`src/rtl/spi_frame_rx.sv`:
```
// SPI mode-0 frame receiver: synchronises the raw pins, deserialises R/W + addr + data frames
// and emits a single write strobe per well-formed write frame, or an error pulse otherwise.
module spi_frame_rx #(
    parameter int SYNC_STAGES = 2,
    parameter int ADDR_W      = 7,
    parameter int DATA_W      = 8
) (
    input  logic              clk,
    input  logic              rst,
    input  logic              nCS,
    input  logic              SCLK,
    input  logic              COPI,
    output logic              wr_valid,
    output logic [ADDR_W-1:0] wr_addr,
    output logic [DATA_W-1:0] wr_data,
    output logic              frame_err,
    output logic              busy
);

    localparam int FRAME_BITS = 1 + ADDR_W + DATA_W;
    localparam int CNT_W      = $clog2(FRAME_BITS + 2);
    localparam logic [CNT_W-1:0] CNT_FULL = CNT_W'(FRAME_BITS);
    localparam logic [CNT_W-1:0] CNT_MAX  = CNT_W'(FRAME_BITS + 1);

    typedef enum logic [1:0] {
        IDLE,
        SHIFT,
        DONE
    } state_t;

    state_t                  state_q;
    logic [SYNC_STAGES-1:0]  ncsSync_q;
    logic [SYNC_STAGES-1:0]  sclkSync_q;
    logic [SYNC_STAGES-1:0]  copiSync_q;
    logic                    ncsPrev_q;
    logic                    sclkPrev_q;
    logic [FRAME_BITS-1:0]   shift_q;
    logic [CNT_W-1:0]        count_q;
    logic                    startPend_q;
    logic                    wrValid_q;
    logic                    frameErr_q;
    logic [ADDR_W-1:0]       wrAddr_q;
    logic [DATA_W-1:0]       wrData_q;

    logic ncsS;
    logic sclkS;
    logic copiS;
    logic sclkRise;
    logic csFall;
    logic csRise;

    assign ncsS     = ncsSync_q[SYNC_STAGES-1];
    assign sclkS    = sclkSync_q[SYNC_STAGES-1];
    assign copiS    = copiSync_q[SYNC_STAGES-1];
    assign sclkRise = sclkS & ~sclkPrev_q;
    assign csFall   = ~ncsS & ncsPrev_q;
    assign csRise   = ncsS & ~ncsPrev_q;

    // Synchronisers, edge detectors, deserialiser and frame FSM share one clocked process.
    // A cs_fall landing in DONE is remembered so IDLE can start the next frame a cycle later.
    always_ff @(posedge clk) begin
        if (rst) begin
            ncsSync_q   <= '1;
            sclkSync_q  <= '0;
            copiSync_q  <= '0;
            ncsPrev_q   <= 1'b1;
            sclkPrev_q  <= 1'b0;
            shift_q     <= '0;
            count_q     <= '0;
            startPend_q <= 1'b0;
            wrValid_q   <= 1'b0;
            frameErr_q  <= 1'b0;
            wrAddr_q    <= '0;
            wrData_q    <= '0;
            state_q     <= IDLE;
        end else begin
            ncsSync_q   <= {ncsSync_q[SYNC_STAGES-2:0], nCS};
            sclkSync_q  <= {sclkSync_q[SYNC_STAGES-2:0], SCLK};
            copiSync_q  <= {copiSync_q[SYNC_STAGES-2:0], COPI};
            ncsPrev_q   <= ncsS;
            sclkPrev_q  <= sclkS;
            wrValid_q   <= 1'b0;
            frameErr_q  <= 1'b0;
            startPend_q <= 1'b0;

            case (state_q)
                IDLE: begin
                    if (csFall || startPend_q) begin
                        count_q <= '0;
                        shift_q <= '0;
                        state_q <= SHIFT;
                    end
                end
                SHIFT: begin
                    if (csRise) begin
                        state_q <= DONE;
                    end else if (sclkRise && !ncsS) begin
                        shift_q <= {shift_q[FRAME_BITS-2:0], copiS};
                        if (count_q != CNT_MAX) begin
                            count_q <= count_q + 1'b1;
                        end
                    end
                end
                DONE: begin
                    state_q     <= IDLE;
                    startPend_q <= csFall;
                    if (count_q == CNT_FULL) begin
                        if (shift_q[FRAME_BITS-1]) begin
                            wrValid_q <= 1'b1;
                            wrAddr_q  <= shift_q[FRAME_BITS-2 -: ADDR_W];
                            wrData_q  <= shift_q[DATA_W-1:0];
                        end
                    end else begin
                        frameErr_q <= 1'b1;
                    end
                end
                default: state_q <= IDLE;
            endcase
        end
    end

    assign wr_valid  = wrValid_q;
    assign frame_err = frameErr_q;
    assign wr_addr   = wrAddr_q;
    assign wr_data   = wrData_q;
    assign busy      = (state_q != IDLE);

endmodule

```
`config.mk`:
```
export PLATFORM = sky130hd
export DESIGN_NAME = spi_frame_rx
export DESIGN_NICKNAME = d
export VERILOG_FILES = /design/src/rtl/spi_frame_rx.sv
export SDC_FILE = /design/constraint.sdc
export NUM_CORES = 1
export LEC_CHECK = 0
export BUFFER_PORTS_ARGS = -buffer_cell sky130_fd_sc_hd__buf_2
export CAP_MARGIN = 20
export CELL_PAD_IN_SITES_DETAIL_PLACEMENT = 1
export CELL_PAD_IN_SITES_GLOBAL_PLACEMENT = 1
export CORE_ASPECT_RATIO = 1.4
export CORE_MARGIN = 2
export CORE_UTILIZATION = 46
export CTS_BUF_LIST = sky130_fd_sc_hd__clkbuf_4 sky130_fd_sc_hd__clkbuf_8
export CTS_CLUSTER_SIZE = 24
export DETAILED_ROUTE_END_ITERATION = 10
export PLACE_DENSITY = 0.84
export RECOVER_POWER = 100
export SETUP_SLACK_MARGIN = 0.15
export SLEW_MARGIN = 25
export SYNTH_ARGS = -nofsm -noshare
export SYNTH_HDL_FRONTEND = slang
export SYNTH_SLANG_ARGS = --single-unit
```
`constraint.sdc`:
```
create_clock -name clk -period 2.04 [get_ports clk]
set_input_delay 0.102 -clock clk [delete_from_list [all_inputs] [get_ports clk]]
set_output_delay 0.102 -clock clk [all_outputs]
set_load 0.1 [all_outputs]
```
# After elaboration in Yosys (flattened, before gate mapping)

Index checks and enable logic that the tools add are counted.

Register bits after elaboration: 49
Output and inout bits: 18
Input port bits: 5

Bitwise operators: 8
Equal/unequal tests: 9
Add/subtract/negate cells: 1
Reduce and logical (&&, ||, !) cells: 12
Muxes and demuxes: 14

Operators with widths:

| operator                                                               | count |
|---|---|
| 16-bit 2-to-1 mux                                                      | 3 |
| 16-bit case mux with 2 select lines                                    | 1 |
| 5-bit 2-to-1 mux                                                       | 4 |
| 2-bit inequality test (second input constant)                          | 5 |
| 5-bit case mux with 2 select lines                                     | 1 |
| 5-bit by 1-bit adder with 5-bit output (second input constant)         | 1 |
| 5-bit equality test (second input constant)                            | 1 |
| 5-bit inequality test (second input constant)                          | 1 |
| 1-bit inverter                                                         | 5 |
| 5-bit AND reduction                                                    | 1 |
| 2-bit 2-to-1 mux                                                       | 2 |
| 2-bit case mux with 2 select lines                                     | 1 |
| 4-bit AND reduction                                                    | 1 |
| 2-bit nonzero test                                                     | 2 |
| 1-bit AND                                                              | 3 |
| 3-bit AND reduction                                                    | 1 |
| 3-bit OR reduction                                                     | 1 |
| 2-bit by 1-bit equality test with 1-bit output (second input constant) | 1 |
| 2-bit equality test (second input constant)                            | 1 |
| 2-bit logical NOT                                                      | 1 |
| 1-bit 2-to-1 mux                                                       | 2 |
| 2-bit AND reduction                                                    | 1 |
| 2-bit OR reduction                                                     | 1 |
| 1-bit logical AND                                                      | 1 |
| 2 further kinds                                                        | 2 |

# Depth between registers and ports, before layout

Depth after elaboration: 6
Mapped depth: 8
Depth with buffers taken out: 6

# Least setup slack after synthesis

OpenSTA, ideal clock, no wires.

Path kind: flip-flop to flip-flop
Start point: register state_q[0]
End point: register shift_q[10]
Required time: 1908 ps
Library setup time: 132 ps
Arrival: 1488 ps
Period minus slack after synthesis: 1620 ps
Cell stages (with the launch flop): 6
Buffers on the path: 1
Setup slack: 420 ps
Cells stage by stage: dfxtp_1 -> or2_2 -> o21bai_2 -> buf_2 -> nand3_1 -> a21oi_1

Cells in the longest elaborated chain, start to end: 3

Ends and longest elaborated chain:

| item                                                                                       | line | RTL |
|---|---|---|
| start: declaration                                                                         | 31   | `state_t state_q;` |
| start signal: assignment                                                                   | 75   | `state_q <= IDLE;` |
| start signal: assignment                                                                   | 91   | `state_q <= SHIFT;` |
| start signal: assignment                                                                   | 96   | `state_q <= DONE;` |
| 2-bit by 1-bit equality test with 1-bit output / 2-bit logical NOT (equally long branches) | 86   | `case (state_q)` |
| 2-bit inequality test (no line) / 2-bit nonzero test (equally long branches)               | n/a  |  |
| 4-bit AND reduction (no line)                                                              | n/a  |  |
| end signal: assignment                                                                     | 98   | `shift_q <= {shift_q[FRAME_BITS-2:0], copiS};` |
| end: declaration                                                                           | 37   | `logic [FRAME_BITS-1:0] shift_q;` |

Parallel ways exist; a longest one is shown, timed or not.
A chain may end at the register's enable or synchronous reset.

# Final worst setup path

Start point: register state_q[1]
End point: register count_q[0]

Cells in the longest elaborated chain, start to end: 3

Ends and longest elaborated chain:

| item                                                                                       | line | RTL |
|---|---|---|
| 2-bit by 1-bit equality test with 1-bit output / 2-bit logical NOT (equally long branches) | 86   |  |
| 2-bit inequality test (no line) / 2-bit nonzero test (equally long branches)               | n/a  |  |
| 5-bit AND reduction (no line)                                                              | n/a  |  |
| end signal: assignment                                                                     | 100  | `count_q <= count_q + 1'b1;` |
| end: declaration                                                                           | 38   | `logic [CNT_W-1:0] count_q;` |

Parallel ways exist; a longest one is shown, timed or not.

==> impl_results.html <==
<table>
<tr><th>Metric</th><th>Value</th></tr>
<tr><th colspan="2">Placed design</th></tr>
<tr><td>Buffers on Ports</td><td>22</td></tr>
<tr><td>Post-detailed-placement half-perimeter wirelength</td><td>3.00 mm</td></tr>
<tr><td>Instance count after placement with tap cells included</td><td>253</td></tr>
<tr><td>Weighted congestion at the end of routability-driven global placement</td><td>0.759</td></tr>
<tr><td>Worst slack, placed</td><td>290 ps</td></tr>
<tr><td>Instance area after placement</td><td>2070 um^2</td></tr>
<tr><th colspan="2">Clock tree</th></tr>
<tr><td>Worst skew pair latency</td><td>290 ps</td></tr>
<tr><td>Level count of the clock H-tree</td><td>2</td></tr>
<tr><td>Largest buffer count on any clock path</td><td>2</td></tr>
<tr><td>Sinks on Clock Net</td><td>49</td></tr>
<tr><td>Root buffer cell</td><td>clkbuf_8</td></tr>
<tr><td>Clock-pin slew reported for the worst setup and hold paths after clock tree synthesis</td><td>80 ps</td></tr>
<tr><td>TritonCTS clock tree</td><td>done</td></tr>
<tr><td>Cts bufs inserted</td><td>5</td></tr>
<tr><th colspan="2">STA</th></tr>
<tr><td>Post-route fraction of the period consumed by the critical path</td><td>90.5%</td></tr>
<tr><td>Final number of hold-violating endpoints</td><td>0</td></tr>
<tr><td>Slack of the critical path</td><td>194 ps</td></tr>
<tr><td>Setup tns final</td><td>0 ps</td></tr>
<tr><td>Number of max-slew violations in the final report</td><td>36</td></tr>
<tr><td>Slew HR</td><td>-1.24%</td></tr>
<tr><td>Max Clock Skew</td><td>4.59 ps</td></tr>
<tr><td>Unrepaired setup endpoints after global routing</td><td>false</td></tr>
<tr><td>Final critical-path required period</td><td>1850 ps</td></tr>
<tr><td>Max Clk Rate</td><td>0.542 GHz</td></tr>
<tr><td>Total setup violations reported at the end of the flow</td><td>0</td></tr>
<tr><td>Measured slew at the worst slew-check pin</td><td>1520 ps</td></tr>
<tr><td>Worst hold-check slack</td><td>18.1 ps</td></tr>
<tr><th colspan="2">Synthesis</th></tr>
<tr><td>Post-synthesis net count</td><td>204</td></tr>
<tr><td>Gate count after technology mapping</td><td>196</td></tr>
<tr><td>Average size of a mapped cell</td><td>9.94 um^2</td></tr>
<tr><td>Sequential cell area fraction in the yosys report</td><td>50.4%</td></tr>
<tr><td>Unique masters post-synth</td><td>31</td></tr>
<tr><td>Share of Yosys cell area claimed by the top area cell type</td><td>50.4%</td></tr>
<tr><td>Total standard cell area after synthesis</td><td>1950 um^2</td></tr>
<tr><td>Library cell occupying the most area in the post-synthesis netlist</td><td>dfxtp_1</td></tr>
<tr><td>Leading cell types by total area after synthesis</td><td>dfxtp_1 (50%), mux2i_1 (7.7%), nand4b_1 (7.6%), nand3_1 (5.9%), a21oi_1 (4.4%)</td></tr>
<tr><td>YS warnings</td><td>0</td></tr>
<tr><td>Synthesized flop and latch total</td><td>49</td></tr>
<tr><th colspan="2">Finish</th></tr>
<tr><td>Share of final-layout standard cells stronger than drive strength 1</td><td>10.6%</td></tr>
<tr><td>Antenna diode count</td><td>0</td></tr>
<tr><td># nets final</td><td>224</td></tr>
<tr><td>Number of standard cells in the layout, taps in and fillers out</td><td>262</td></tr>
<tr><td>Utilization after layout</td><td>52.8%</td></tr>
<tr><td>Layout overhead on the synthesized area</td><td>12.1%</td></tr>
<tr><td>Layout Cell Area excl Fill</td><td>2180 um^2</td></tr>
<tr><th colspan="2">Floorplanning</th></tr>
<tr><td># IOs</td><td>23</td></tr>
<tr><td>Die height</td><td>81 um</td></tr>
<tr><td>Area enclosed by the die boundary</td><td>4780 um^2</td></tr>
<tr><td>CORE AREA</td><td>4130 um^2</td></tr>
<tr><td>Row cnt</td><td>28</td></tr>
<tr><td>Horizontal extent of the die</td><td>59 um</td></tr>
<tr><td>Initial Utilization</td><td>47.1%</td></tr>
<tr><th colspan="2">Route</th></tr>
<tr><td>DR WL/cell</td><td>16.8 um</td></tr>
<tr><td>Number of search-and-repair iterations in the first detailed-routing pass</td><td>4</td></tr>
<tr><td>Vias after detailed routing</td><td>1,592</td></tr>
<tr><td>Routed wire length</td><td>4.39 mm</td></tr>
<tr><td>Post-route antenna net violation count</td><td>0</td></tr>
<tr><td>Number of violations reported at the end of detailed-routing iteration 0</td><td>109</td></tr>
<tr><td>Vias per cell</td><td>6.08</td></tr>
<tr><td>Post-detailed-route DRC marker count</td><td>0</td></tr>
<tr><th colspan="2">Power and ir drop</th></tr>
<tr><td>Power density over the cells</td><td>802 nW/um^2</td></tr>
<tr><td>Leakage component of the power</td><td>0.726 nW</td></tr>
<tr><td>Sum of internal, switching and leakage power</td><td>1.75 mW</td></tr>
<tr><td>Worst-case vdd ir drop</td><td>0.000341 V</td></tr>
<tr><td>Clock share of power</td><td>41.2%</td></tr>
<tr><td>Net switching power</td><td>0.357 mW</td></tr>
<tr><td>Sequential group share of total power</td><td>55.2%</td></tr>
<tr><td>Combinational fraction of design power</td><td>3.5%</td></tr>
<tr><td>Internal power of the cells</td><td>1.39 mW</td></tr>
<tr><td>Switching part of the total</td><td>20.4%</td></tr>
<tr><th colspan="2">Job</th></tr>
<tr><td>Total of max-cap violations</td><td>1</td></tr>
<tr><th colspan="2">Setup path</th></tr>
<tr><td>Worst EP arrival</td><td>2020 ps</td></tr>
<tr><td>Capturing element type of the critical path</td><td>flop</td></tr>
<tr><td>Required arrival time at the worst endpoint</td><td>2220 ps</td></tr>
<tr><td>Largest fanout on the critical path</td><td>12</td></tr>
<tr><td>Setup Crit Path Kind</td><td>reg -&gt; reg</td></tr>
<tr><td>Slowest stage cell, crit path</td><td>and3_1</td></tr>
<tr><td>Worst-path cell chain</td><td>and2b_1 &gt; and3_1 &gt; buf_12 &gt; a21oi_1 &gt; a311oi_1</td></tr>
<tr><td>Startpoint class of the critical path</td><td>flop</td></tr>
<tr><td>Biggest cell delay along the critical path</td><td>500 ps</td></tr>
<tr><th colspan="2">Global routing</th></tr>
<tr><td>First-pass GRT wire length</td><td>7.59 mm</td></tr>
<tr><td>Initial antenna violation count</td><td>0</td></tr>
<tr><td>Via count of the first global-routing pass</td><td>1,577</td></tr>
<tr><td>Maximum number of pins on one net before global-route repair</td><td>36</td></tr>
<tr><td>Overflow left after global routing</td><td>0</td></tr>
<tr><td>Gr usage total</td><td>20.9%</td></tr>
<tr><th colspan="2">Run status</th></tr>
<tr><td>Status</td><td>finished, violations left</td></tr>
<tr><td>Violated checks</td><td>max-capacitance violations, max-slew violations</td></tr>
<tr><th colspan="2">Worst hold path</th></tr>
<tr><td>Class of the tightest hold or removal check</td><td>in -&gt; reg</td></tr>
</table>
==> critical path: cells and delay by family, from the launching register on <==
kind	cells	cell delay, ps
simple gates	2	830
compound gates	2	360
buf+inv	1	200
flops	1	330
==> cell type report <==
cell class	instances	area [um^2]
Timing Repair Buffer	29	151
Fill cell	477	1950
Multi-Input combinational cell	129	867
Clock inverter	1	30.0
Inverter	2	7.51
Tap cell	45	56.3
Sequential cell	49	981
Clock buffer	7	90.1
==> flip-flops by register name, indices dropped and copies added, names as in the netlist <==
register     count
startPend_q      1
frame_err        1
wr_data          8
wr_valid         1
shift_q         16
state_q          2
copiSync_q       2
sclkSync_q       2
ncsPrev_q        1
count_q          5
ncsSync_q        2
wr_addr          7
sclkPrev_q       1
==> layout by cell type, fill, tap and decap left out, types with 3 or more instances in the layout <==
| cell | instances |
|---|---|
| nand4b_1 | 17 |
| a21oi_1 | 17 |
| ha_1 | 3 |
| nor2_1 | 17 |
| nand3_1 | 23 |
| or2_2 | 4 |
| mux2i_1 | 15 |
| dfxtp_1 | 49 |
| clkbuf_8 | 6 |
| nand2_1 | 4 |
| clkbuf_1 | 19 |
| buf_2 | 3 |
| nor2b_1 | 8 |
| buf_4 | 4 |
| a311oi_1 | 3 |
==> routing by layer <==
metal | up-vias | GRT usage, % | share of wire (%)
met1 | 803 | 24.4 | 40
met2 | 38 | 35.8 | 54
met3 | 9 | 5.10 | 3.8
met4 | 0 | 8.86 | 2.0
li1 | 742 | - | -
met5 | - | 0 | 0
==> path summary, 6_finish.rpt <==
check / from / endpoint / slack (ps) / cells past startpoint
setup reg to reg: state_q[1]$_SDFFE_PP0P_ / count_q[0]$_SDFFE_PP0P_ / 190 / 5
hold / removal: SCLK / sclkSync_q[0]$_SDFF_PP0_ / 20 / 2
setup / recovery: state_q[1]$_SDFFE_PP0P_ / count_q[0]$_SDFFE_PP0P_ / 190 / 5
hold reg to reg: ncsSync_q[0]$_SDFF_PP1_ / ncsSync_q[1]$_SDFF_PP1_ / 430 / 1
==> power by group through the flow <==
stage	clock network, mW	logic (mW)	registers, mW
after floorplan	0	0.0435	0.989
after global placement	0	0.0576	0.989
after detailed placement	0	0.0600	0.990
after CTS	0.735	0.0615	0.967
after global routing	0.787	0.0670	0.968
final	0.722	0.0619	0.967
==> kinds of logic after synthesis <==
kind of cell / synth area share (%)
compound gates: 8.29
fa+ha+maj: 1.93
buf+inv: 5.46
flops: 50.4
mux: 7.71
simple gates: 26.3
==> Yosys cell counts, drive strengths merged <==
| master | number |
|---|---|
| and3 | 2 |
| a21oi | 17 |
| nand2b | 1 |
| a311oi | 3 |
| nor3 | 2 |
| mux2i | 15 |
| and4bb | 1 |
| and2b | 1 |
| inv | 2 |
| or2 | 4 |
| and4b | 1 |
| buf | 7 |
| nand2 | 4 |
| nand3 | 24 |
| nor3b | 1 |
| a41oi | 2 |
| nand4b | 17 |
| o21bai | 1 |
| a2111oi | 1 |
| clkbuf | 9 |
| dfxtp | 49 |
| and3b | 1 |
| nor2b | 8 |
| nor2 | 17 |
| ha | 3 |
| nand3b | 1 |
| a31oi | 2 |
==> what timing repair did <==
item                                    in CTS  in global routing
endpoints found under the setup margin       0                  2
hold buffers                                 1                  0
gates resized for setup                      0                  1
endpoints found under the hold margin        1                  0
buffers inserted                             0                  0
(Power assumes the default switching activity.)
